===== config.mk =====
export PLATFORM = sky130hd
export DESIGN_NAME = max7219_chain_flat
export DESIGN_NICKNAME = d
export VERILOG_FILES = /design/src/rtl/max7219_pkg.sv /design/src/rtl/max7219_chain_if.sv /design/src/rtl/max7219_clk_div.sv /design/src/rtl/max7219_chain.sv /design/src/flat_wrapper.sv
export SDC_FILE = /design/constraint.sdc
export NUM_CORES = 1
export LEC_CHECK = 0
export CORE_MARGIN = 4
export CORE_UTILIZATION = 46
export CTS_CLUSTER_SIZE = 10
export DETAILED_ROUTE_END_ITERATION = 8
export GPL_TIMING_DRIVEN = 0
export HOLD_SLACK_MARGIN = 0.12
export REMOVE_ABC_BUFFERS = 1
export SLEW_MARGIN = 25
export SYNTH_ARGS = -nofsm -noshare
export SYNTH_HDL_FRONTEND = slang
export SYNTH_SLANG_ARGS = --single-unit

===== constraint.sdc =====
create_clock -name i_clk -period 2 [get_ports i_clk]
set_input_delay 0.4 -clock i_clk [delete_from_list [all_inputs] [get_ports i_clk]]
set_output_delay 0.4 -clock i_clk [all_outputs]
set_load 0.005 [all_outputs]

===== src/rtl/max7219_pkg.sv =====
// Shared definitions for the MAX7219 daisy-chain driver: register map,
// sequencer states and the serial word format.
package max7219_pkg;

    localparam int WORD_W = 16;

    localparam logic [3:0] REG_NOOP         = 4'h0;
    localparam logic [3:0] REG_DIGIT0       = 4'h1;
    localparam logic [3:0] REG_DIGIT1       = 4'h2;
    localparam logic [3:0] REG_DIGIT2       = 4'h3;
    localparam logic [3:0] REG_DIGIT3       = 4'h4;
    localparam logic [3:0] REG_DIGIT4       = 4'h5;
    localparam logic [3:0] REG_DIGIT5       = 4'h6;
    localparam logic [3:0] REG_DIGIT6       = 4'h7;
    localparam logic [3:0] REG_DIGIT7       = 4'h8;
    localparam logic [3:0] REG_DECODE       = 4'h9;
    localparam logic [3:0] REG_INTENSITY    = 4'hA;
    localparam logic [3:0] REG_SCAN_LIMIT   = 4'hB;
    localparam logic [3:0] REG_SHUTDOWN     = 4'hC;
    localparam logic [3:0] REG_DISPLAY_TEST = 4'hF;

    typedef enum logic [2:0] {
        ST_IDLE,
        ST_SHIFT_LO,
        ST_SHIFT_HI,
        ST_LOAD,
        ST_DONE
    } state_t;

    // One device word: upper nibble is don't-care on the part, driven as zero.
    function automatic logic [WORD_W-1:0] make_word(input logic [3:0] addr,
                                                    input logic [7:0] data);
        return {4'h0, addr, data};
    endfunction

endpackage


===== src/rtl/max7219_chain_if.sv =====
// Host request/response and serial pin bundle for the MAX7219 chain driver.
interface max7219_chain_if #(
    parameter int DEV_W = 2
);
    logic             i_stb;
    logic [DEV_W-1:0] i_dev;
    logic             i_broadcast;
    logic [3:0]       i_addr;
    logic [7:0]       i_data;
    logic             o_busy;
    logic             o_ack;
    logic             o_serial_dout;
    logic             o_serial_load;
    logic             o_serial_clk;

    modport master (
        output i_stb, i_dev, i_broadcast, i_addr, i_data,
        input  o_busy, o_ack, o_serial_dout, o_serial_load, o_serial_clk
    );

    modport slave (
        input  i_stb, i_dev, i_broadcast, i_addr, i_data,
        output o_busy, o_ack, o_serial_dout, o_serial_load, o_serial_clk
    );
endinterface


===== src/rtl/max7219_clk_div.sv =====
// Serial half-period timer: down-counter that ticks on terminal count and is
// re-armed whenever the sequencer changes state.
module max7219_clk_div #(
    parameter int CLK_DIV = 2
) (
    input  logic i_clk,
    input  logic i_reset,
    input  logic clear,
    output logic tick
);
    localparam int CNT_W = (CLK_DIV > 1) ? $clog2(CLK_DIV) : 1;
    localparam logic [CNT_W-1:0] RELOAD = CNT_W'(CLK_DIV - 1);

    logic [CNT_W-1:0] cnt_q, cnt_d;

    assign tick = (cnt_q == '0);

    // Reload on terminal count or state entry, otherwise count down.
    always_comb begin
        cnt_d = cnt_q - 1'b1;
        if (clear || tick) begin
            cnt_d = RELOAD;
        end
    end

    // Counter register.
    always_ff @(posedge i_clk) begin
        if (i_reset) begin
            cnt_q <= RELOAD;
        end else begin
            cnt_q <= cnt_d;
        end
    end
endmodule


===== src/rtl/max7219_chain.sv =====
// MAX7219 daisy-chain driver: one host write becomes one full chain frame,
// with the addressed device getting the real word and the rest no-ops.
//
// state    | meaning
// ---------+-----------------------------------------------------
// IDLE     | waiting for a request, all pins low
// SHIFT_LO | serial clock low, current bit presented on DIN
// SHIFT_HI | serial clock high, devices sample DIN
// LOAD     | LOAD high after the last falling edge, chain latches
// DONE     | one-cycle ack; a new request may be taken here
module max7219_chain
    import max7219_pkg::*;
#(
    parameter int NUM_DEVICES = 4,
    parameter int CLK_DIV     = 2,
    parameter int DEV_W       = (NUM_DEVICES > 1) ? $clog2(NUM_DEVICES) : 1
) (
    input  logic            i_clk,
    input  logic            i_reset,
    max7219_chain_if.slave  bus
);
    localparam int FRAME_W = WORD_W * NUM_DEVICES;
    localparam int BIT_W   = $clog2(FRAME_W);
    localparam logic [BIT_W-1:0] LAST_BIT = BIT_W'(FRAME_W - 1);

    state_t             state_q, state_d;
    logic [FRAME_W-1:0] shreg_q, shreg_d, frame;
    logic [BIT_W-1:0]   bit_q, bit_d;
    logic busy_q, busy_d, ack_q, ack_d, dout_q, dout_d;
    logic load_q, load_d, sclk_q, sclk_d;
    logic tick, accept;

    max7219_clk_div #(.CLK_DIV(CLK_DIV)) u_div (
        .i_clk   (i_clk),
        .i_reset (i_reset),
        .clear   (state_d != state_q),
        .tick    (tick)
    );

    assign accept = bus.i_stb && (state_q == ST_IDLE || state_q == ST_DONE);

    // Build the frame: device 0 sits in the LSBs so it is shifted out last.
    always_comb begin
        frame = '0;
        for (int d = 0; d < NUM_DEVICES; d++) begin
            if (bus.i_broadcast || (bus.i_dev == DEV_W'(d))) begin
                frame[d*WORD_W +: WORD_W] = make_word(bus.i_addr, bus.i_data);
            end
        end
    end

    // Sequencer next state plus next values of the registered pins.
    always_comb begin
        state_d = state_q;
        shreg_d = shreg_q;
        bit_d   = bit_q;
        case (state_q)
            ST_IDLE, ST_DONE: begin
                if (accept) begin
                    state_d = ST_SHIFT_LO;
                    shreg_d = frame;
                    bit_d   = LAST_BIT;
                end else begin
                    state_d = ST_IDLE;
                end
            end
            ST_SHIFT_LO: if (tick) state_d = ST_SHIFT_HI;
            ST_SHIFT_HI: begin
                if (tick) begin
                    if (bit_q == '0) begin
                        state_d = ST_LOAD;
                    end else begin
                        state_d = ST_SHIFT_LO;
                        shreg_d = shreg_q << 1;
                        bit_d   = bit_q - 1'b1;
                    end
                end
            end
            ST_LOAD: if (tick) state_d = ST_DONE;
            default: state_d = ST_IDLE;
        endcase

        busy_d = (state_d == ST_SHIFT_LO) || (state_d == ST_SHIFT_HI) || (state_d == ST_LOAD);
        ack_d  = (state_d == ST_DONE);
        sclk_d = (state_d == ST_SHIFT_HI);
        load_d = (state_d == ST_LOAD);
        // DIN only moves when a low phase starts, so it is settled at each rising clock.
        dout_d = dout_q;
        if (state_d == ST_SHIFT_LO) begin
            dout_d = shreg_d[FRAME_W-1];
        end else if (state_d == ST_IDLE || state_d == ST_DONE) begin
            dout_d = 1'b0;
        end
    end

    // State and output registers; reset abandons any frame before LOAD can rise.
    always_ff @(posedge i_clk) begin
        if (i_reset) begin
            state_q <= ST_IDLE;
            shreg_q <= '0;
            bit_q   <= '0;
            busy_q  <= 1'b0;
            ack_q   <= 1'b0;
            dout_q  <= 1'b0;
            load_q  <= 1'b0;
            sclk_q  <= 1'b0;
        end else begin
            state_q <= state_d;
            shreg_q <= shreg_d;
            bit_q   <= bit_d;
            busy_q  <= busy_d;
            ack_q   <= ack_d;
            dout_q  <= dout_d;
            load_q  <= load_d;
            sclk_q  <= sclk_d;
        end
    end

    assign bus.o_busy        = busy_q;
    assign bus.o_ack         = ack_q;
    assign bus.o_serial_dout = dout_q;
    assign bus.o_serial_load = load_q;
    assign bus.o_serial_clk  = sclk_q;
endmodule

===== src/flat_wrapper.sv =====
// flat-port wrapper written by rule: the top's interface ports become plain ports
module max7219_chain_flat import max7219_pkg::*;
#(
    parameter int NUM_DEVICES = 4,
    parameter int CLK_DIV     = 2,
    parameter int DEV_W       = (NUM_DEVICES > 1) ? $clog2(NUM_DEVICES) : 1
)
  (i_clk, i_reset, bus_i_stb, bus_i_dev, bus_i_broadcast, bus_i_addr, bus_i_data, bus_o_busy, bus_o_ack, bus_o_serial_dout, bus_o_serial_load, bus_o_serial_clk);
  max7219_chain_if #(.DEV_W(DEV_W)) bus_i ();
  input  logic i_clk;
  input  logic i_reset;
  input wire logic [$bits(bus_i.i_stb)-1:0] bus_i_stb;
  input wire logic [$bits(bus_i.i_dev)-1:0] bus_i_dev;
  input wire logic [$bits(bus_i.i_broadcast)-1:0] bus_i_broadcast;
  input wire logic [$bits(bus_i.i_addr)-1:0] bus_i_addr;
  input wire logic [$bits(bus_i.i_data)-1:0] bus_i_data;
  output wire logic [$bits(bus_i.o_busy)-1:0] bus_o_busy;
  output wire logic [$bits(bus_i.o_ack)-1:0] bus_o_ack;
  output wire logic [$bits(bus_i.o_serial_dout)-1:0] bus_o_serial_dout;
  output wire logic [$bits(bus_i.o_serial_load)-1:0] bus_o_serial_load;
  output wire logic [$bits(bus_i.o_serial_clk)-1:0] bus_o_serial_clk;
  assign bus_i.i_stb = bus_i_stb;
  assign bus_i.i_dev = bus_i_dev;
  assign bus_i.i_broadcast = bus_i_broadcast;
  assign bus_i.i_addr = bus_i_addr;
  assign bus_i.i_data = bus_i_data;
  assign bus_o_busy = bus_i.o_busy;
  assign bus_o_ack = bus_i.o_ack;
  assign bus_o_serial_dout = bus_i.o_serial_dout;
  assign bus_o_serial_load = bus_i.o_serial_load;
  assign bus_o_serial_clk = bus_i.o_serial_clk;
  max7219_chain #(.NUM_DEVICES(NUM_DEVICES), .CLK_DIV(CLK_DIV), .DEV_W(DEV_W)) u_core (.i_clk(i_clk), .i_reset(i_reset), .bus(bus_i));
endmodule

==> results.sh, run 1 <==
export IMPL_root_buffer="clkbuf_8"
export IMPL_antenna_left=0
export IMPL_grt_pass1_vias=2624
export IMPL_yosysTopAreaCell="dfxtp_1"
export IMPL_worstSetupPathType="reg2reg"
export IMPL_ys_flop_type="dfxtp_1"
export IMPL_slew_headroom_pct=58.92
export IMPL_p_clk_share_pct=37.1
export IMPL_grt_overflow_total=0
export IMPL_chipWidth_um=93.11
export IMPL_viasPerCell=5.994
export IMPL_vdd_drop_max_mv=0.3730
export IMPL_leakage_nw=1.240
export IMPL_synthCells=374
export IMPL_crit_chain="inv_1 > ha_1 > nor2b_4 > a21boi_4 > buf_16 > buf_16 > mux2i_2 > a32o_1"
export IMPL_clock_sinks=79
export IMPL_cts_max_path_buffers=2
export IMPL_power_w=0.003421
export IMPL_setup_slack_ns=0.1067
export IMPL_drc=0
export IMPL_p_sw_w=0.0008600
export IMPL_ios=23
export IMPL_p_int_w=0.002561
export IMPL_final_nets=394
export IMPL_antenna_found_initial=0
export IMPL_regArea_mm2=0.001588
export IMPL_clock_latency_ns=0.34
export IMPL_dp_hpwl_mm=4.452
export IMPL_worst_pin_slew_ns=0.6157
export IMPL_area_growth_pct=17.57
export IMPL_setup_tns_final_ns=0
export IMPL_setup_viol=0
export IMPL_max_stage_delay_ns=0.38
export IMPL_critPathArrivalTime_ns=2.18
export IMPL_drive_gt1_share_pct=9.763
export IMPL_placement_io_buffers=22
export IMPL_required_ns=2.29
export IMPL_ys_seq_area_share_pct=47.47
export IMPL_first_pass_iters=4
export IMPL_critPathBufInv=3
export IMPL_p_per_area_mw_per_mm2=873.2
export IMPL_die_h_um=93.11
export IMPL_period_minus_slack_ns=1.893
export IMPL_drv_slew=0
export IMPL_place_gp_congestion=0.7048
export IMPL_async_flop_share_pct=0
export IMPL_hold_buffers=0
export IMPL_p_comb_share_pct=12.8
export IMPL_min_period_over_period_pct=94.67
export IMPL_first_iter_violations=182
export IMPL_die_area_mm2=0.008669
export IMPL_vias=2847
export IMPL_swShare_pct=25.14
export IMPL_synth_area_leaders="dfxtp_1 47%, a32oi_1 12%, a21oi_1 10%"
export IMPL_maxCapViolCount=0
export IMPL_path_clk_slew_ns=0.08
export IMPL_wl_per_cell_um=16.55
export IMPL_grt_pass1_wl_mm=13.17
export IMPL_row_count=30
export IMPL_cp_max_fo=25
export IMPL_start_util_pct=48.24
export IMPL_outcome="completed"
export IMPL_grt_usage_pct=18.91
export IMPL_synth_seq_cells=79
export IMPL_fmax_mhz=528.2
export IMPL_post_place_ws_ns=-0.3084
export IMPL_crit_path_end_kind="register"
export IMPL_cts_tree="built"
export IMPL_cts_buffers=9
export IMPL_crit_path_start_kind="register"
export IMPL_fill_cells=639
export IMPL_synth_top_area_share_pct=47.47
export IMPL_avgSynthCellArea_um2=8.909
export IMPL_hp_class="in2reg"
export IMPL_finalHoldViolations=0
export IMPL_fp_coreArea_mm2=0.006907
export IMPL_multiInputGateArea_mm2=0.001594
export IMPL_grt_max_degree=60
export IMPL_wl_mm=7.863
export IMPL_path_common_cell="buf_16"
export IMPL_synth_area_mm2=0.003332
export IMPL_crit_family="buffers and inverters"
export IMPL_stdcell_count=475
export IMPL_synth_edf_count=0
export IMPL_finalClockSkew_ns=0.006101
export IMPL_htreeDepth=3
export IMPL_synth_cell_type_count=38
export IMPL_diodes=0
export IMPL_cts_setup_buffers=0
export IMPL_ys_warn_count=0
export IMPL_seqPwrFrac_pct=50.1
export IMPL_slowest_stage="dfxtp_1"
export IMPL_dp_cells=459
## cell type report
| cell class | count | area share [%] |
|---|---|---|
| Timing Repair Buffer | 30 | 9.837 |
| Inverter | 5 | 0.4791 |
| Tap cell | 96 | 3.066 |
| Clock inverter | 4 | 1.789 |
| Multi-Input combinational cell | 250 | 40.69 |
| Clock buffer | 11 | 3.609 |
| Sequential cell | 79 | 40.53 |
## logic make-up (layout without fill, tap and decap cells)
kind of cell    Yosys count  after routing  synth area share, %
buf+inv                  46             50                6.459
simple gates            111            111                17.65
flops                    79             79                47.47
compound gates          134            135                27.19
mux                       2              2               0.6009
fa+ha+maj                 1              1               0.3755
xor+xnor                  1              1               0.2629
## stage by stage
step                      hold slack (ns)  instance area [um2]  util [%]
final                              0.3941                 3918     56.72
after global routing               0.3943                 3918     56.72
after CTS                          0.3793                 3889     56.30
after detailed placement           0.4446                 3659     52.97
after global placement             0.4366                 3476     50.33
after floorplan                    0.4260                 3136         -
## layer usage
layer	routed length, um	up-vias	share of wire (%)	track usage [%]
li1	-	1431	-	-
met1	3771	1342	48	26.55
met2	3619	63	46	28.97
met3	341	11	4.3	2.735
met4	129	0	1.6	8.059
met5	0	-	0	0
## timing repair
action                     CTS  global route
setup endpoints to repair   65            33
gates cloned                 1             0
hold endpoints to repair     0             0
gates resized for setup      3             6
## worst register-to-register path, delay by kind of cell (launching register included)
family,cells,cell delay (ns)
buffers and inverters,3,0.43
DFF,1,0.38
AOI/OAI and AO/OA,2,0.37
muxes,1,0.25
adders and majority gates,1,0.23
and+or+nand+nor,1,0.18
## cell usage after synthesis, types with 2 or more instances
library cell / count
a211oi_1: 3
a21o_1: 2
nand3_1: 67
dfxtp_1: 79
a21oi_1: 67
o21ai_0: 4
buf_4: 6
and3_1: 2
nand2b_1: 3
inv_1: 5
clkbuf_1: 19
nor4b_1: 2
nor2b_1: 2
mux2i_1: 2
or3b_1: 2
buf_1: 5
nand2_1: 17
nor3_1: 5
a32oi_1: 47
buf_2: 10
o21bai_1: 4
nor2_1: 5
## flip-flops by register name, indices dropped and copies added (netlist names)
| register | count |
|---|---|
| u_core.u_div.cnt_q | 1 |
| u_core.bit_q | 6 |
| u_core.shreg_q | 64 |
| u_core.bus.o_serial_clk | 1 |
| u_core.bus.o_serial_dout | 1 |
| u_core.bus.o_serial_load | 1 |
| u_core.bus.o_busy | 1 |
| u_core.bus.o_ack | 1 |
| u_core.state_q | 3 |
## worst paths after layout
path / startpoint / to / slack, ns / cells past startpoint
max: u_core.bit_q[0] / u_core.bus.o_serial_dout / 0.11 / 8
max reg2reg: u_core.bit_q[0] / u_core.bus.o_serial_dout / 0.11 / 8
min: i_reset / u_core.shreg_q[19] / 0.39 / 2
min reg2reg: u_core.shreg_q[60] / u_core.shreg_q[61] / 0.45 / 2
## power by group through the flow
stage	combinational (W)	clock (W)	sequential, W
6_report	0.000438	0.00127	0.00171
5_1_grt	0.000483	0.00137	0.00173
4_1_cts	0.000432	0.00130	0.00171
3_5_place_dp	0.000422	0	0.00175
3_3_place_gp	0.000378	0	0.00174
2_1_floorplan	0.000236	0	0.00173
## placed cells by master (no fill, tap or decap), types with 2 or more instances in the layout
| master | Yosys | routed |
|---|---|---|
| dfxtp_1 | 79 | 76 |
| a21oi_1 | 67 | 67 |
| clkdlybuf4s50_1 | 0 | 21 |
| a21o_1 | 2 | 2 |
| clkbuf_8 | 0 | 10 |
| nand3_1 | 67 | 67 |
| o21ai_0 | 4 | 4 |
| bufinv_16 | 0 | 2 |
| o21bai_2 | 0 | 2 |
| nor2_1 | 5 | 5 |
| nand2b_1 | 3 | 3 |
| nor3_1 | 5 | 4 |
| o21bai_1 | 4 | 2 |
| and3_1 | 2 | 2 |
| buf_16 | 0 | 4 |
| a211oi_1 | 3 | 3 |
| inv_1 | 5 | 5 |
| a32oi_1 | 47 | 47 |
| a211o_4 | 0 | 2 |
| nand2_1 | 17 | 17 |
| dfxtp_2 | 0 | 2 |
| buf_6 | 1 | 2 |
| nor4b_1 | 2 | 2 |
| clkinv_2 | 0 | 2 |
Power figures use the tool's default switching activity.
==> inputs of run 2 (changes only) <==
--- a/config.mk
+++ b/config.mk
@@ -11,6 +11,7 @@
 export DETAILED_ROUTE_END_ITERATION = 8
 export GPL_TIMING_DRIVEN = 0
 export HOLD_SLACK_MARGIN = 0.12
+export PLACE_DENSITY_LB_ADDON = 0.12
 export REMOVE_ABC_BUFFERS = 1
 export SLEW_MARGIN = 25
 export SYNTH_ARGS = -nofsm -noshare
==> run 2 against run 1 <==
- wire length is 1.8% higher
- total power rose by 4.8%
- fmax up 3.6%
- core utilization rose by 0.20 points
- die area unchanged
- combinational power is essentially flat
- sequential share of layout area fell by 0.27 points
- via count up 1.7%
- sequential power hardly changed
- clock skew up 0.00099 ns
- non-clock buffer count increased by 2
- critical path type unchanged
- critical endpoint is now u_core.shreg_q[11]
==> results.sh, run 2 (synthesis results as in run 1) <==
export IMPL_whs_ns=0.4513
export IMPL_start_util_pct=48.24
export IMPL_slew_headroom_pct=58.12
export IMPL_route_met2_wl_mm=3.674
export IMPL_final_util_pct=56.92
export IMPL_dp_cells=458
export IMPL_top_regs="u_core.shreg_q (64), u_core.bit_q (6), u_core.state_q (3)"
export IMPL_ios=23
export IMPL_period_minus_slack_ns=1.828
export IMPL_grt_pass1_vias=2725
export IMPL_drive_gt1_share_pct=9.686
export IMPL_path_clk_slew_ns=0.08
export IMPL_critPathBufInv=2
export IMPL_grt_overflow_total=0
export IMPL_wl_per_cell_um=16.75
export IMPL_p_comb_share_pct=12.2
export IMPL_cts_tree="built"
export IMPL_swShare_pct=24.92
export IMPL_setup_tns_final_ns=0
export IMPL_vias=2896
export IMPL_root_buffer="clkbuf_8"
export IMPL_finalClockSkew_ns=0.007087
export IMPL_crit_path_end_kind="register"
export IMPL_die_area_mm2=0.008669
export IMPL_antenna_left=0
export IMPL_worst_pin_slew_ns=0.6278
export IMPL_maxCapViolCount=0
export IMPL_wl_mm=8.007
export IMPL_grt_pass1_wl_mm=13.44
export IMPL_placement_io_buffers=22
export IMPL_htreeDepth=3
export IMPL_area_growth_pct=17.99
export IMPL_final_nets=396
export IMPL_largest_register_ffs=64
export IMPL_topRoutingLayerUsed="met4"
export IMPL_crit_path_start_kind="register"
export IMPL_stdcell_count=478
export IMPL_setup_viol=0
export IMPL_p_clk_share_pct=40.1
export IMPL_diodes=0
export IMPL_grt_max_degree=47
export IMPL_max_stage_delay_ns=0.45
export IMPL_p_sw_w=0.0008940
export IMPL_outcome="completed"
export IMPL_seqPwrFrac_pct=47.8
export IMPL_place_gp_congestion=0.7069
export IMPL_clock_latency_ns=0.35
export IMPL_vdd_drop_max_mv=0.4172
export IMPL_leakage_nw=1.245
export IMPL_first_pass_iters=4
export IMPL_rsz0062_at_grt="no"
export IMPL_finalHoldViolations=0
export IMPL_row_count=30
export IMPL_dp_hpwl_mm=4.379
export IMPL_final_cell_mix="78 x dfxtp_1, 67 x a21oi_1, 67 x nand3_1"
export IMPL_drc=0
export IMPL_clock_sinks=79
export IMPL_drv_slew=0
export IMPL_cp_max_fo=22
export IMPL_first_iter_violations=191
export IMPL_hold_buffers=0
export IMPL_min_period_over_period_pct=91.38
export IMPL_largest_register="u_core.shreg_q"
export IMPL_viasPerCell=6.059
export IMPL_cts_max_path_buffers=2
export IMPL_p_per_area_mw_per_mm2=912.3
export IMPL_slowest_stage="dfxtp_1"
export IMPL_worstSetupPathType="reg2reg"
export IMPL_chipWidth_um=93.11
export IMPL_mostFrequentLayoutCell="dfxtp_1"
export IMPL_fmax_mhz=547.2
export IMPL_required_ns=2.28
export IMPL_power_w=0.003587
export IMPL_crit_chain="nor4b_4 > a21boi_4 > buf_16 > buf_16 > a32oi_1 > a21oi_1"
export IMPL_crit_family="compound AO/OA/AOI/OAI gates"
export IMPL_antenna_found_initial=0
export IMPL_grt_usage_pct=19.30
export IMPL_fp_coreArea_mm2=0.006907
export IMPL_p_int_w=0.002693
export IMPL_wl_met1_mm=3.837
export IMPL_path_common_cell="buf_16"
export IMPL_hp_class="reg2reg"
export IMPL_cts_buffers=9
export IMPL_critPathArrivalTime_ns=2.11
export IMPL_route_met3_wl_um=339
export IMPL_die_h_um=93.11
## run 2: routing by layer
| metal | track usage (%) | up-vias |
|---|---|---|
| met5 | 0 | - |
| met4 | 8.547 | 0 |
| met3 | 3.298 | 14 |
| met2 | 29.09 | 60 |
| met1 | 27.04 | 1395 |
| li1 | - | 1427 |
## run 2: through the flow
step,cell area [um2],setup WS [ns]
floorplan,3136,-0.4867
global placement,3476,-2.125
detailed placement,3623,-0.4578
CTS,3910,0.01221
global route,3931,0.006610
finish,3931,0.1724
## run 2: worst min-delay path: cells and delay by family (launching register included)
kind / cells / cell delay (ns)
AOI/OAI and AO/OA: 1 / 0.05
and+or+nand+nor: 1 / 0.05
DFF: 1 / 0.31
## run 2: power by group through the flow
stage | sequential (W) | combinational (W) | clock [W]
6_report | 0.00171 | 0.000436 | 0.00144
3_3_place_gp | 0.00174 | 0.000377 | 0
3_5_place_dp | 0.00175 | 0.000410 | 0
4_1_cts | 0.00171 | 0.000426 | 0.00147
5_1_grt | 0.00173 | 0.000479 | 0.00154
2_1_floorplan | 0.00173 | 0.000236 | 0
## run 2: path summary, 6_finish.rpt
| check | start | end | slack, ns | cells past startpoint |
|---|---|---|---|---|
| max | u_core.state_q[2] | u_core.shreg_q[11] | 0.17 | 6 |
| min | u_core.shreg_q[60] | u_core.shreg_q[61] | 0.45 | 2 |
| max reg2reg | u_core.state_q[2] | u_core.shreg_q[11] | 0.17 | 6 |
| min reg2reg | u_core.shreg_q[60] | u_core.shreg_q[61] | 0.45 | 2 |
## run 2: layout make-up
type | instances | area [um2]
fill | 651 | 2975
clock buffer | 11 | 141.4
tap | 96 | 120.1
inverter | 5 | 18.77
multi-input combinational | 250 | 1590
timing repair buffer | 32 | 372.9
clock inverter | 5 | 105.1
sequential | 79 | 1583
## run 2: repair_timing
item                                    CTS  global route
gates cloned                              1             0
endpoints found under the setup margin   64            39
buffers inserted                          3             0
resized for setup                         2             5
==> inputs of run 3 (changes only) <==
--- a/config.mk
+++ b/config.mk
@@ -5,6 +5,7 @@
 export SDC_FILE = /design/constraint.sdc
 export NUM_CORES = 1
 export LEC_CHECK = 0
+export CAP_MARGIN = 20
 export CORE_MARGIN = 4
 export CORE_UTILIZATION = 46
 export CTS_CLUSTER_SIZE = 10
==> results of run 3 <==
The final DEF is identical to that of run 2; final timing and power are the same.
